<file path="config.mk">
export PLATFORM = sky130hd
export DESIGN_NAME = uart_rx
export DESIGN_NICKNAME = d
export VERILOG_FILES = /design/src/rtl/uart_pkg.sv /design/src/rtl/sync_2ff.sv /design/src/rtl/uart_rx.sv
export SDC_FILE = /design/constraint.sdc
export NUM_CORES = 1
export LEC_CHECK = 0
export ABC_AREA = 0
export BUFFER_PORTS_ARGS = -buffer_cell sky130_fd_sc_hd__clkbuf_2
export CAP_MARGIN = 20
export CORE_ASPECT_RATIO = 1.5
export CORE_MARGIN = 5
export CORE_UTILIZATION = 30
export CTS_BUF_LIST = sky130_fd_sc_hd__clkbuf_2
export DETAILED_ROUTE_END_ITERATION = 8
export PLACE_DENSITY = 0.53
export SLEW_MARGIN = 20
export SYNTH_ARGS = -nofsm -noshare
export SYNTH_HDL_FRONTEND = slang
export SYNTH_SLANG_ARGS = --single-unit
</file>
<file path="constraint.sdc">
create_clock -name i_clk -period 1.69 [get_ports i_clk]
set_clock_uncertainty 0.1 [all_clocks]
set_input_delay 0.507 -clock i_clk [delete_from_list [all_inputs] [get_ports i_clk]]
set_output_delay 0.507 -clock i_clk [all_outputs]
set_load 0.005 [all_outputs]
</file>
<file path="src/rtl/uart_pkg.sv">
// Shared UART definitions: FSM state encodings and a width helper.
// The matching uart_tx is meant to reuse this package.
package uart_pkg;

    localparam logic [1:0] IDLE  = 2'd0;
    localparam logic [1:0] START = 2'd1;
    localparam logic [1:0] DATA  = 2'd2;
    localparam logic [1:0] STOP  = 2'd3;

    // Bits needed to count from 0 to value-1, never less than one.
    function automatic int clogb2(input int value);
        int v;
        int r;
        v = value - 1;
        r = 0;
        while (v > 0) begin
            r++;
            v = v >> 1;
        end
        if (r < 1) r = 1;
        return r;
    endfunction

endpackage

</file>
<file path="src/rtl/sync_2ff.sv">
// Two-flop synchronizer for an asynchronous level; resets to idle-high.
module sync_2ff (
    input  logic clk,
    input  logic rst_n,
    input  logic d,
    output logic q
);

    logic meta;

    always_ff @(posedge clk or negedge rst_n) begin
        if (!rst_n) begin
            meta <= 1'b1;
            q    <= 1'b1;
        end else begin
            meta <= d;
            q    <= meta;
        end
    end

endmodule

</file>
<file path="src/rtl/uart_rx.sv">
// Oversampling UART receiver: start-bit qualification at mid-bit, data
// sampled at bit centres, stop bit checked for framing errors.
module uart_rx #(
    parameter int NB_DATA      = 8,
    parameter int OVERSAMPLING = 16,
    parameter int SB_TICK      = 16
) (
    input  logic               i_clk,
    input  logic               i_reset_n,
    input  logic               i_tick,
    input  logic               i_rx,
    output logic [NB_DATA-1:0] o_data,
    output logic               o_rx_done,
    output logic               o_frame_err
);

    import uart_pkg::*;

    localparam int S_MAX = (OVERSAMPLING > SB_TICK) ? OVERSAMPLING : SB_TICK;
    localparam int S_W   = clogb2(S_MAX);
    localparam int N_W   = clogb2(NB_DATA);

    localparam logic [S_W-1:0] S_ONE      = S_W'(1);
    localparam logic [S_W-1:0] START_LAST = S_W'(OVERSAMPLING / 2 - 1);
    localparam logic [S_W-1:0] DATA_LAST  = S_W'(OVERSAMPLING - 1);
    localparam logic [S_W-1:0] STOP_LAST  = S_W'(SB_TICK - 1);
    localparam logic [N_W-1:0] N_ONE      = N_W'(1);
    localparam logic [N_W-1:0] N_LAST     = N_W'(NB_DATA - 1);

    logic               rx_s;
    logic [1:0]         state;
    logic [S_W-1:0]     s_cnt;
    logic [N_W-1:0]     n_cnt;
    logic [NB_DATA-1:0] b_reg;

    sync_2ff u_sync (
        .clk   (i_clk),
        .rst_n (i_reset_n),
        .d     (i_rx),
        .q     (rx_s)
    );

    // Pulses default low every cycle so each lasts exactly one clock; o_data
    // is loaded only alongside o_rx_done, so bad frames never disturb it.
    always_ff @(posedge i_clk or negedge i_reset_n) begin
        if (!i_reset_n) begin
            state       <= IDLE;
            s_cnt       <= '0;
            n_cnt       <= '0;
            b_reg       <= '0;
            o_data      <= '0;
            o_rx_done   <= 1'b0;
            o_frame_err <= 1'b0;
        end else begin
            o_rx_done   <= 1'b0;
            o_frame_err <= 1'b0;
            case (state)
                IDLE: begin
                    if (!rx_s) begin
                        s_cnt <= '0;
                        state <= START;
                    end
                end
                START: begin
                    if (i_tick) begin
                        if (s_cnt == START_LAST) begin
                            if (!rx_s) begin
                                s_cnt <= '0;
                                n_cnt <= '0;
                                state <= DATA;
                            end else begin
                                state <= IDLE;
                            end
                        end else begin
                            s_cnt <= s_cnt + S_ONE;
                        end
                    end
                end
                DATA: begin
                    if (i_tick) begin
                        if (s_cnt == DATA_LAST) begin
                            s_cnt <= '0;
                            b_reg <= {rx_s, b_reg[NB_DATA-1:1]};
                            if (n_cnt == N_LAST) begin
                                state <= STOP;
                            end else begin
                                n_cnt <= n_cnt + N_ONE;
                            end
                        end else begin
                            s_cnt <= s_cnt + S_ONE;
                        end
                    end
                end
                STOP: begin
                    if (i_tick) begin
                        if (s_cnt == STOP_LAST) begin
                            state <= IDLE;
                            if (rx_s) begin
                                o_rx_done <= 1'b1;
                                o_data    <= b_reg;
                            end else begin
                                o_frame_err <= 1'b1;
                            end
                        end else begin
                            s_cnt <= s_cnt + S_ONE;
                        end
                    end
                end
                default: state <= IDLE;
            endcase
        end
    end

endmodule

</file>
======== Yosys cells after proc, flatten, opt, wreduce, memory -nomap -nowiden ========
Index checks and enable logic that the tools add are counted.
operators by class
  reduce and logical (&&, ||, !) cells .... 7
  shift-type cells ........................ 0
  add/sub/neg operators ................... 2
  order comparisons ....................... 0
  div/mod/pow operators ................... 0
  bitwise logic cells ..................... 0
  $mul .................................... 0
  eq/ne operators ......................... 17
  mux-type cells .......................... 33
operators by type and width
  cell                 count
  $mux 4               7
  $ne 2x2->1 const B   11
  $mux 2               9
  $mux 3               6
  $pmux 4 s4           1
  $mux 1               8
  $pmux 2 s4           1
  $reduce_and 4->1     2
  $reduce_and 8->1     1
  $reduce_and 7->1     1
  $pmux 3 s2           1
  $add 4x1->4 const B  1
  $eq 2x2->1 const B   2
  $eq 4x3->1 const B   1
  $eq 4x4->1 const B   1
  $add 3x1->3 const B  1
  $eq 3x3->1 const B   1
  $reduce_and 3->1     1
  $eq 2x1->1 const B   1
  $logic_not 2->1      1
  $reduce_bool 2->1    1
word-level totals
  bits in writable memories ............... 0
  bits in read-only memories .............. 0
  memories ................................ 0
  register bits ........................... 29
  output and inout port bits .............. 10
  bits of input ports ..................... 4
  bits in latches ......................... 0

======== Depth between registers and ports, before layout ========
Gate-level depths: netlist of run 1.
  depth in word-level cells ............... 5
  gate-level depth with buffers ........... 5

======== Cells and area by module ========
From an unflattened synthesis of run 1, not the netlist that was laid out.
unflattened totals
  cells, all modules ...................... 95
  area total of the unflattened synthesis .. 1338.8 um^2
modules (own cells, without submodules)
  module    area an instance (um^2)  cells each  times used  seq. area each (um^2)
  uart_rx   1286.2                   93          1           675.6
  sync_2ff  52.6                     2           1           52.6

======== Worst setup path after synthesis of run 1 ========
Ideal clock, no wire load.
  path type ............................... flip-flop to flip-flop
  from .................................... register s_cnt[0]
  to ...................................... register s_cnt[3]
  data arrival time ....................... 1.551 ns
  path slack .............................. -0.026 ns
  stages on the path, launching flop included .. 6
  data required time ...................... 1.526 ns
  cell sequence ........................... dfrtp_1 > ha_1 > and4_2 > nor4b_4 > a221o_1 > a22o_2
on the way
  longest elaborated chain between the ends .. 4
  elaborated cells on any way between the ends .. 12
RTL lines
  element                                    RTL line                                      text
  from (decl)                                uart_rx.sv:32                                 logic [S_W-1:0] s_cnt;
  from (signal assigned)                     uart_rx.sv:75                                 s_cnt <= s_cnt + S_ONE;
  from (signal assigned)                     uart_rx.sv:90                                 s_cnt <= s_cnt + S_ONE;
  from (signal assigned)                     uart_rx.sv:105                                s_cnt <= s_cnt + S_ONE;
  $add 4x1->4, or another cell as far along  uart_rx.sv:75, uart_rx.sv:90, uart_rx.sv:105
  $mux 4, on equally long branches           uart_rx.sv:96, uart_rx.sv:66, uart_rx.sv:81
  $mux 4, on equally long branches           uart_rx.sv:95, uart_rx.sv:65, uart_rx.sv:80
  $pmux 4 s4                                 uart_rx.sv:57                                 case (state)
Several ways; a longest one is shown, not always the timed one. The select of a mux whose other input is x is not followed.
A chain may end at the register's enable or synchronous reset.

======== Final worst setup path of run 1 ========
  from .................................... register s_cnt[3]
  to ...................................... register n_cnt[0]
on the way
  longest elaborated chain between the ends .. 3
  elaborated cells on any way between the ends .. 5
RTL lines
  element                                          RTL line                      text
  $eq 4x4->1 / $eq 4x3->1 (equally long branches)  uart_rx.sv:81, uart_rx.sv:66
  $ne 2x2->1 (no line)                             n/a
  $reduce_and 7->1 (no line) *                     n/a
  to (signal assigned)                             uart_rx.sv:87                 n_cnt <= n_cnt + N_ONE;
  to (decl)                                        uart_rx.sv:33                 logic [N_W-1:0] n_cnt;
Mark *: on every way between the ends. The rest lies on a longest branch, timed or not.

==> results of run 1 <==
cell usage after synthesis (all sizes together) (2+ instances only):
| master | n | share of area (%) |
|---|---|---|
| a21oi | 4 | 1.5 |
| a22o | 4 | 2.9 |
| and4bb | 2 | 2.2 |
| buf | 2 | 0.97 |
| dfrtp | 27 | 52 |
| dfstp | 2 | 4.1 |
| ha | 3 | 2.9 |
| inv | 3 | 0.87 |
| mux2 | 18 | 16 |
| nand2 | 4 | 1.4 |
| nand3 | 2 | 0.77 |
| nor2 | 6 | 1.7 |
| nor3 | 3 | 2.0 |
| nor4 | 2 | 0.97 |
| o21ai | 3 | 1.2 |
critical path, delay by kind of cell (launching register included):
family	cells	cell delay, ns
multiplexers	1	0.20
AO/OA/AOI/OAI	1	0.24
AND/OR/NAND/NOR	2	0.51
flip-flops	1	0.55
area by class of cell:
type,count,area (um^2)
tap,46,57.6
clock inverter,2,33.8
sequential,29,729
clock buffer,6,30.0
timing repair buffer,26,175
fill,429,2600
multi-input combinational,61,571
inverter,3,11.3
timing repair:
item	4_1_cts	5_1_grt
gates resized for setup	1	6
endpoints found under the setup margin	10	12
setup buffers	0	2
pin swaps	0	3
routing by layer:
layer	GRT usage (%)	vias to the layer above	part of all wire, %
li1	-	415	-
met1	9.40	432	41
met2	15.8	11	55
met3	3.49	4	2.8
met4	5.89	0	1.6
met5	0	-	0
path summary, 6_finish.rpt:
kind	cells past startpoint	slack, ns	to	from
setup / recovery	4	0.03	n_cnt[0]	s_cnt[3]
hold / removal	2	0.03	o_data[5]	i_reset_n
setup reg to reg	4	0.03	n_cnt[0]	s_cnt[3]
hold reg to reg	0	0.27	u_sync.q	u_sync.meta
max in group asynchronous	2	1.12	u_sync.q	i_reset_n
min in group i_clk	1	0.14	u_sync.meta	i_rx
power by group:
part	switching (mW)	total (mW)	internal, mW
combinational	0.254	0.544	0.290
clock	0.236	0.489	0.253
sequential	0.124	0.892	0.769
kinds of logic after synthesis:
kind of cell	after synthesis	share of synthesized area, %
DFF	29	56.2
and+or+nand+nor	24	14.6
muxes	18	15.7
AOI/OAI and AO/OA	16	8.79
buffers and inverters	5	1.84
adders and majority gates	3	2.90
per-stage QoR:
stage          instance area (um^2)  setup WS (ns)  TNS, ns  total power [mW]  hold slack [ns]
5_1_grt                        1610        -0.0107  -0.0107              2.06          0.00317
3_5_place_dp                   1500        -0.0823   -0.596              1.38            0.249
3_3_place_gp                   1500        -0.0571   -0.199              1.37            0.249
6_report                       1610         0.0342        0              1.92           0.0302
2_1_floorplan                  1300         0.0518        0              1.22            0.111
4_1_cts                        1580         0.0161        0              1.91          0.00452
==> impl_metrics.tcl, run 1 <==
set metrics [dict create \
    status "finished, final reports clean" \
    start_util_pct 30.8 \
    htree_levels 2 \
    grt_max_degree 30 \
    async_flop_share_pct 100 \
    required_ns 1.89 \
    synth_cell_type_count 30 \
    synth_fp_nets 102 \
    netlist_instances 95 \
    drive_above_1_share_pct 55.1 \
    synth_seq_cells 29 \
    final_common_cell "dfrtp_1" \
    io_pins 14 \
    dieArea_um2 5760 \
    critPathArrivalTime_ns 1.85 \
    fin_crit_sh_pct 98.0 \
    cts_made_buffers 5 \
    maxCapViolations 0 \
    end_kind "flip-flop" \
    rsz0062_at_grt "true" \
    final_cell_mix "26 x dfrtp_1, 19 x clkbuf_2, 18 x mux2_2" \
    ys_warn_count 0 \
    num-nets-final 133 \
    numPortBuffers 13 \
    worst_slew_margin_rel_pct 75.3 \
    worst_slew_pin_slew_ns 0.370 \
    worstHoldPathType "input port to async pin" \
    cts-root-buf "clkbuf_2" \
    syn_area_um2 1290 \
    cp_slowest_stage_delay_ns 0.55 \
    clock_latency_ns 0.35 \
    vdd_drop_max_v 0.000780 \
    cts_buffer_depth 2 \
    start_kind "flip-flop" \
    drcViolationCount 0 \
    slew_violations 0 \
    syn_area_per_cell_um2 13.6 \
    fin_cells 173 \
    cts_tree "done" \
    die_y_um 90.5 \
    fp.dieW_um 63.6 \
    synth_flop_cell "dfrtp_1" \
    placed_cells 163 \
    path_class "flip-flop to flip-flop" \
    row_count 29 \
    antenna_left 0 \
    ys_seq_area_share_pct 56.2 \
    p_per_area_nw_per_um2 1200 \
    antenna_cells 0 \
    dpl.hpwl_mm 1.65 \
    p_leak_nw 0.797 \
    grt-ovfl-total 0 \
    critPathSlowestCell "dfrtp_1" \
    grt_use_total_pct 9.37 \
    timing.fmax_mhz 604 \
    area_growth_pct 24.2 \
    path_cells "and2b_2, and4bb_2, a21oi_1, mux2_2" \
    grt_pass1_wl_mm 4.24 \
    vias 862 \
    critPathMaxFanout 8 \
    hold_viol 0 \
    wl_mm 2.36 \
    grt_pass1_vias 953 \
    antenna_found_initial 0 \
    clkSinkCount 29 \
    hold_buffers 0 \
    avgRoutedWirePerCell_um 13.6 \
    period_needed_ns 1.66 \
    finalSetupViolations 0 \
    utilization_pct 38.2 \
    clk_pin_slew_ns 0.16 \
    synth_edf_count 0 \
    gp_congestion 0.816 \
    drt_iter0_markers 10 \
    viasPerCell 4.98 \
    core_um2 4210 \
    first_pass_iters 4 \
]
(Power assumes the default switching activity.)
==> run 2: changes to the inputs <==
- CTS_BUF_LIST: sky130_fd_sc_hd__clkbuf_2 -> sky130_fd_sc_hd__clkbuf_4 sky130_fd_sc_hd__clkbuf_8 sky130_fd_sc_hd__clkbuf_16
==> impl_metrics.tcl, run 2 (same netlist as run 1, synthesis figures left out) <==
set metrics [dict create \
    die_y_um 90.5 \
    fin_tns_setup_ns 0 \
    fp.dieW_um 63.6 \
    switching_share_pct 28.9 \
    slew_violations 0 \
    dpl.hpwl_mm 1.65 \
    clk_pin_slew_ns 0.07 \
    row_count 29 \
    critPathArrivalTime_ns 1.71 \
    antenna_found_initial 0 \
    intPower_mw 1.55 \
    drt_iter0_markers 22 \
    finalInstanceArea_um2 1660 \
    timing.fmax_mhz 611 \
    first_pass_iters 4 \
    p_per_area_nw_per_um2 1320 \
    dieArea_um2 5760 \
    critPathMaxFanout 8 \
    p_leak_nw 0.813 \
    grt_pass1_vias 953 \
    required_ns 1.76 \
    cts_made_buffers 5 \
    p_comb_share_pct 24.8 \
    drcViolationCount 0 \
    vias 866 \
    switching_power_uw 630 \
    worstHoldPathType "input port to async pin" \
    status "finished, final reports clean" \
    antenna_left 0 \
    clock_latency_ns 0.28 \
    sequentialPowerShare_pct 40.9 \
    numPortBuffers 13 \
    io_pins 14 \
    htree_levels 2 \
    area_growth_pct 27.9 \
    fin_cells 172 \
    maxCapViolations 0 \
    hold_buffers 0 \
    viasPerCell 5.03 \
    ff2ff_path_depth 4 \
    core_um2 4210 \
    p_clk_share_pct 34.4 \
    r2r_setup_slack_ns 0.05 \
    finalSetupViolations 0 \
    final_cell_mix "26 x dfrtp_1, 18 x mux2_2, 13 x clkbuf_2" \
    clkSinkCount 29 \
    end_kind "flip-flop" \
    grt_pass1_wl_mm 4.24 \
    avgRoutedWirePerCell_um 13.7 \
    antenna_cells 0 \
    drive_above_1_share_pct 55.6 \
    placed_cells 163 \
    cts_buffer_depth 2 \
    path_class "flip-flop to flip-flop" \
    final_common_cell "dfrtp_1" \
    cts-root-buf "clkbuf_8" \
    fin_crit_sh_pct 96.9 \
    period_needed_ns 1.64 \
    hold_viol 0 \
    num-nets-final 132 \
    grt_max_degree 30 \
    whs_ns 0.125 \
    cts_tree "done" \
    r2r_end "s_cnt[3]" \
    gp_congestion 0.816 \
    place_area_um2 1500 \
    start_util_pct 30.8 \
    wl_mm 2.35 \
    worst_slew_margin_rel_pct 75.2 \
    grt_use_total_pct 9.49 \
    worst_slew_pin_slew_ns 0.373 \
    grt-ovfl-total 0 \
    vdd_drop_max_v 0.000791 \
    start_kind "flip-flop" \
    worst_r2r_startpoint "s_cnt[3]" \
]
[run 2: cell types whose count changed in the layout (fill, tap and decap cells not counted)]
cell and change:
buf_4 -1, clkbuf_4 +1, clkbuf_2 -6, clkbuf_8 +6
clkinv_1 -1
[run 2: cell type report]
type | instances | area [um^2]
well taps | 46 | 57.6
repair buffers | 25 | 168
flip-flops and latches | 29 | 729
fillers | 426 | 2550
clock buffers | 7 | 90.1
clock inverters | 1 | 30.0
multi-input cells | 61 | 571
inverters | 3 | 11.3
[run 2: critical path, cell delays in order, from the launching register on]
cell and delay (ns):
dfrtp_1 0.48, and4bb_4 0.39, nor4b_4 0.05, a221o_1 0.30, a22o_2 0.21
[run 2: how the worst max path moves through the flow]
stage	slack [ns]	endpoint	cells after the start	start
2_1_floorplan	0.05	s_cnt[3]	5	s_cnt[0]
3_3_place_gp	-0.06	n_cnt[0]	6	i_tick
3_5_place_dp	-0.08	n_cnt[0]	6	i_tick
4_1_cts	0.01	n_cnt[0]	6	s_cnt[0]
5_1_grt	-0.003	n_cnt[0]	6	s_cnt[1]
6_report	0.05	s_cnt[3]	4	s_cnt[3]
[run 2: repair_timing]
item,CTS,global route
setup endpoints to repair,9,12
setup buffers,0,1
resized for setup,1,6
endpoints found under the hold margin,0,0
pin swaps,0,2
[run 2: per-stage QoR]
| step | total power [mW] | setup slack (ns) | util (%) |
|---|---|---|---|
| 2_1_floorplan | 1.22 | 0.0518 | - |
| 3_3_place_gp | 1.37 | -0.0571 | 35.7 |
| 3_5_place_dp | 1.38 | -0.0823 | 35.7 |
| 4_1_cts | 2.17 | 0.0123 | 38.8 |
| 5_1_grt | 2.32 | -0.00337 | 39.4 |
| 6_report | 2.18 | 0.0528 | 39.4 |
[run 2: per-layer routing]
layer  GRT usage (%)  wire [um]  vias up
met5               0          0        -
met4            6.41         76        0
met3            3.86         79        8
met2            15.7       1250       12
met1            9.48        945      434
li1                -          -      412
[run 2: power by group through the flow]
stage / clock, mW / combinational, mW / sequential [mW]
6_report: 0.750 / 0.541 / 0.893
5_1_grt: 0.812 / 0.605 / 0.903
4_1_cts: 0.776 / 0.513 / 0.882
3_5_place_dp: 0 / 0.498 / 0.884
3_3_place_gp: 0 / 0.482 / 0.883
2_1_floorplan: 0 / 0.380 / 0.835
==> run 3: changes to the inputs <==
- ABC_AREA: 0 -> 1
- CTS_CLUSTER_DIAMETER: not set -> 100
- HOLD_SLACK_MARGIN: not set -> 0.08
==> impl_metrics.tcl, run 3 <==
set metrics [dict create \
    cts_buffer_depth 2 \
    avgRoutedWirePerCell_um 12.3 \
    fin_tns_setup_ns 0 \
    synth_area_leaders "dfrtp_1 49%, nand2_1 12%, o21ai_2 4.4%" \
    switching_power_uw 778 \
    worst_slew_pin_slew_ns 0.409 \
    cts_made_buffers 5 \
    timing.fmax_mhz 629 \
    core_um2 4500 \
    utilization_pct 36.6 \
    required_ns 1.80 \
    status "finished, final reports clean" \
    finalSetupViolations 0 \
    setup_slack_ns 0.101 \
    drt_iter0_markers 28 \
    dieArea_um2 6090 \
    start_kind "flip-flop" \
    synth_top_area_cell "dfrtp_1" \
    sequentialPowerShare_pct 44.0 \
    wl_mm 2.72 \
    syn_area_per_cell_um2 9.27 \
    clock_latency_ns 0.28 \
    cts_tree "done" \
    p_per_area_nw_per_um2 1290 \
    p_comb_share_pct 28.0 \
    path_class "flip-flop to flip-flop" \
    ys_seq_area_share_pct 52.7 \
    fin_cells 221 \
    whs_path_depth 1 \
    row_count 30 \
    synth_flop_cell "dfrtp_1" \
    worstHoldPathType "input port to flip-flop" \
    htree_levels 2 \
    maxCapViolations 0 \
    synth_fp_nets 156 \
    antenna_left 0 \
    fin_crit_sh_pct 94.0 \
    slew_violations 0 \
    critPathArrivalTime_ns 1.70 \
    vdd_drop_max_v 0.000555 \
    total_power_mw 2.13 \
    antenna_cells 0 \
    synth_seq_cells 29 \
    period_needed_ns 1.59 \
    finalInstanceArea_um2 1650 \
    drive_above_1_share_pct 31.8 \
    numPortBuffers 13 \
    end_kind "flip-flop" \
    die_y_um 93.1 \
    fillers 473 \
    place_area_um2 1500 \
    switching_share_pct 36.5 \
    intPower_mw 1.35 \
    clk_pin_slew_ns 0.07 \
    worst_slew_margin_rel_pct 72.7 \
    start_util_pct 30.7 \
    grt-ovfl-total 0 \
    synth_edf_count 0 \
    num-nets-final 179 \
    p_clk_share_pct 28.1 \
    antenna_found_initial 0 \
    p_leak_nw 0.801 \
    async_flop_share_pct 100 \
    cts-root-buf "clkbuf_8" \
    placed_cells 208 \
    yosysMostFrequentCell "nand2_1" \
    grt_use_total_pct 10.3 \
    grt_pass1_wl_mm 4.84 \
    drcViolationCount 0 \
    io_pins 14 \
    synth_cell_type_count 28 \
    gp_congestion 0.828 \
    grt_pass1_vias 1056 \
    ys_warn_count 0 \
    syn_area_um2 1380 \
    fp.dieW_um 65.4 \
    pre_cts_ws_ns 0.0781 \
    dpl.hpwl_mm 1.89 \
    area_growth_pct 19.4 \
    hold_viol 0 \
    final_common_cell "nand2_1" \
    final_cell_mix "44 x nand2_1, 27 x dfrtp_1, 13 x clkbuf_2" \
    grt_max_degree 17 \
    ys_top_cells_by_count "44 x nand2_1, 27 x dfrtp_1, 12 x inv_1, 11 x o21ai_1, 7 x o21ai_2" \
    netlist.area_leader.share_pct 48.9 \
    netlist_instances 149 \
    whs_ns 0.212 \
    critPathMaxFanout 8 \
    viasPerCell 4.71 \
    clkSinkCount 29 \
    ff2ff_path_depth 6 \
    vias 1040 \
    first_pass_iters 4 \
]
-- run 3: cell types whose count changed in the layout (fill, tap and decap cells not counted), moves of 3 or more --
cell / previous run / this run
o21ai_2: 0 / 7
nand2_2: 1 / 4
o21ai_1: 0 / 11
inv_1: 3 / 12
inv_2: 0 / 4
nand3_1: 2 / 6
mux2_2: 18 / 0
nand2_1: 3 / 44
buf_4: 11 / 3
-- run 3: final cells by class --
class	instances	area, um^2	share of cell area, %
inverter	18	71.3	4.32
tap	48	60.1	3.64
clock buffer	8	91.3	5.54
multi-input combinational	100	581	35.2
timing repair buffer	18	118	7.13
sequential	29	728	44.2
-- run 3: timing repair --
item / 4_1_cts / 5_1_grt
endpoints found under the setup margin: 0 / 16
hold buffers: 1 / 0
setup buffers: 0 / 3
endpoints found under the hold margin: 14 / 0
resized for setup: 0 / 4
-- run 3: power groups by stage --
| stage | clock network (mW) | logic [mW] | registers, mW |
|---|---|---|---|
| finish | 0.598 | 0.596 | 0.937 |
| global route | 0.647 | 0.691 | 0.958 |
| CTS | 0.610 | 0.586 | 0.936 |
| detailed placement | 0 | 0.577 | 0.943 |
| global placement | 0 | 0.557 | 0.940 |
| floorplan | 0 | 0.495 | 0.892 |
-- run 3: final timing paths --
path / slack [ns] / from / endpoint
worst max register to register: 0.10 / s_cnt[0] / o_data[7]
worst max-delay path: 0.10 / s_cnt[0] / o_data[7]
worst min register to register: 0.25 / u_sync.meta / u_sync.q
worst min-delay path: 0.21 / i_rx / u_sync.meta
min in group asynchronous: 0.58 / i_reset_n / o_frame_err
max in group asynchronous: 0.40 / i_reset_n / u_sync.meta
-- run 3: cell families (layout without fill, tap and decap cells) --
| kind of cell | count (synthesis) | count (layout) | share of synthesized area [%] |
|---|---|---|---|
| fa+ha+maj | 3 | 3 | 2.72 |
| compound gates | 23 | 23 | 11.5 |
| simple gates | 72 | 73 | 25.4 |
| xor+xnor | 1 | 1 | 0.634 |
| flops | 29 | 29 | 52.7 |
| buf+inv | 21 | 44 | 7.06 |
-- run 3: per-layer routing --
metal | vias to the layer above | GRT usage, % | wire length [um]
met1 | 487 | 11.8 | 1210
met4 | 0 | 5.71 | 73
li1 | 525 | - | -
met2 | 20 | 16.7 | 1330
met5 | - | 0 | 0
met3 | 8 | 3.37 | 110
-- run 3: critical path: stages (launching register included) --
cell        delay, ns
dfrtp_1          0.40
ha_2             0.25
nand4_2          0.17
clkinvlp_4       0.19
nand3_4          0.14
buf_4            0.17
o21ai_2          0.10
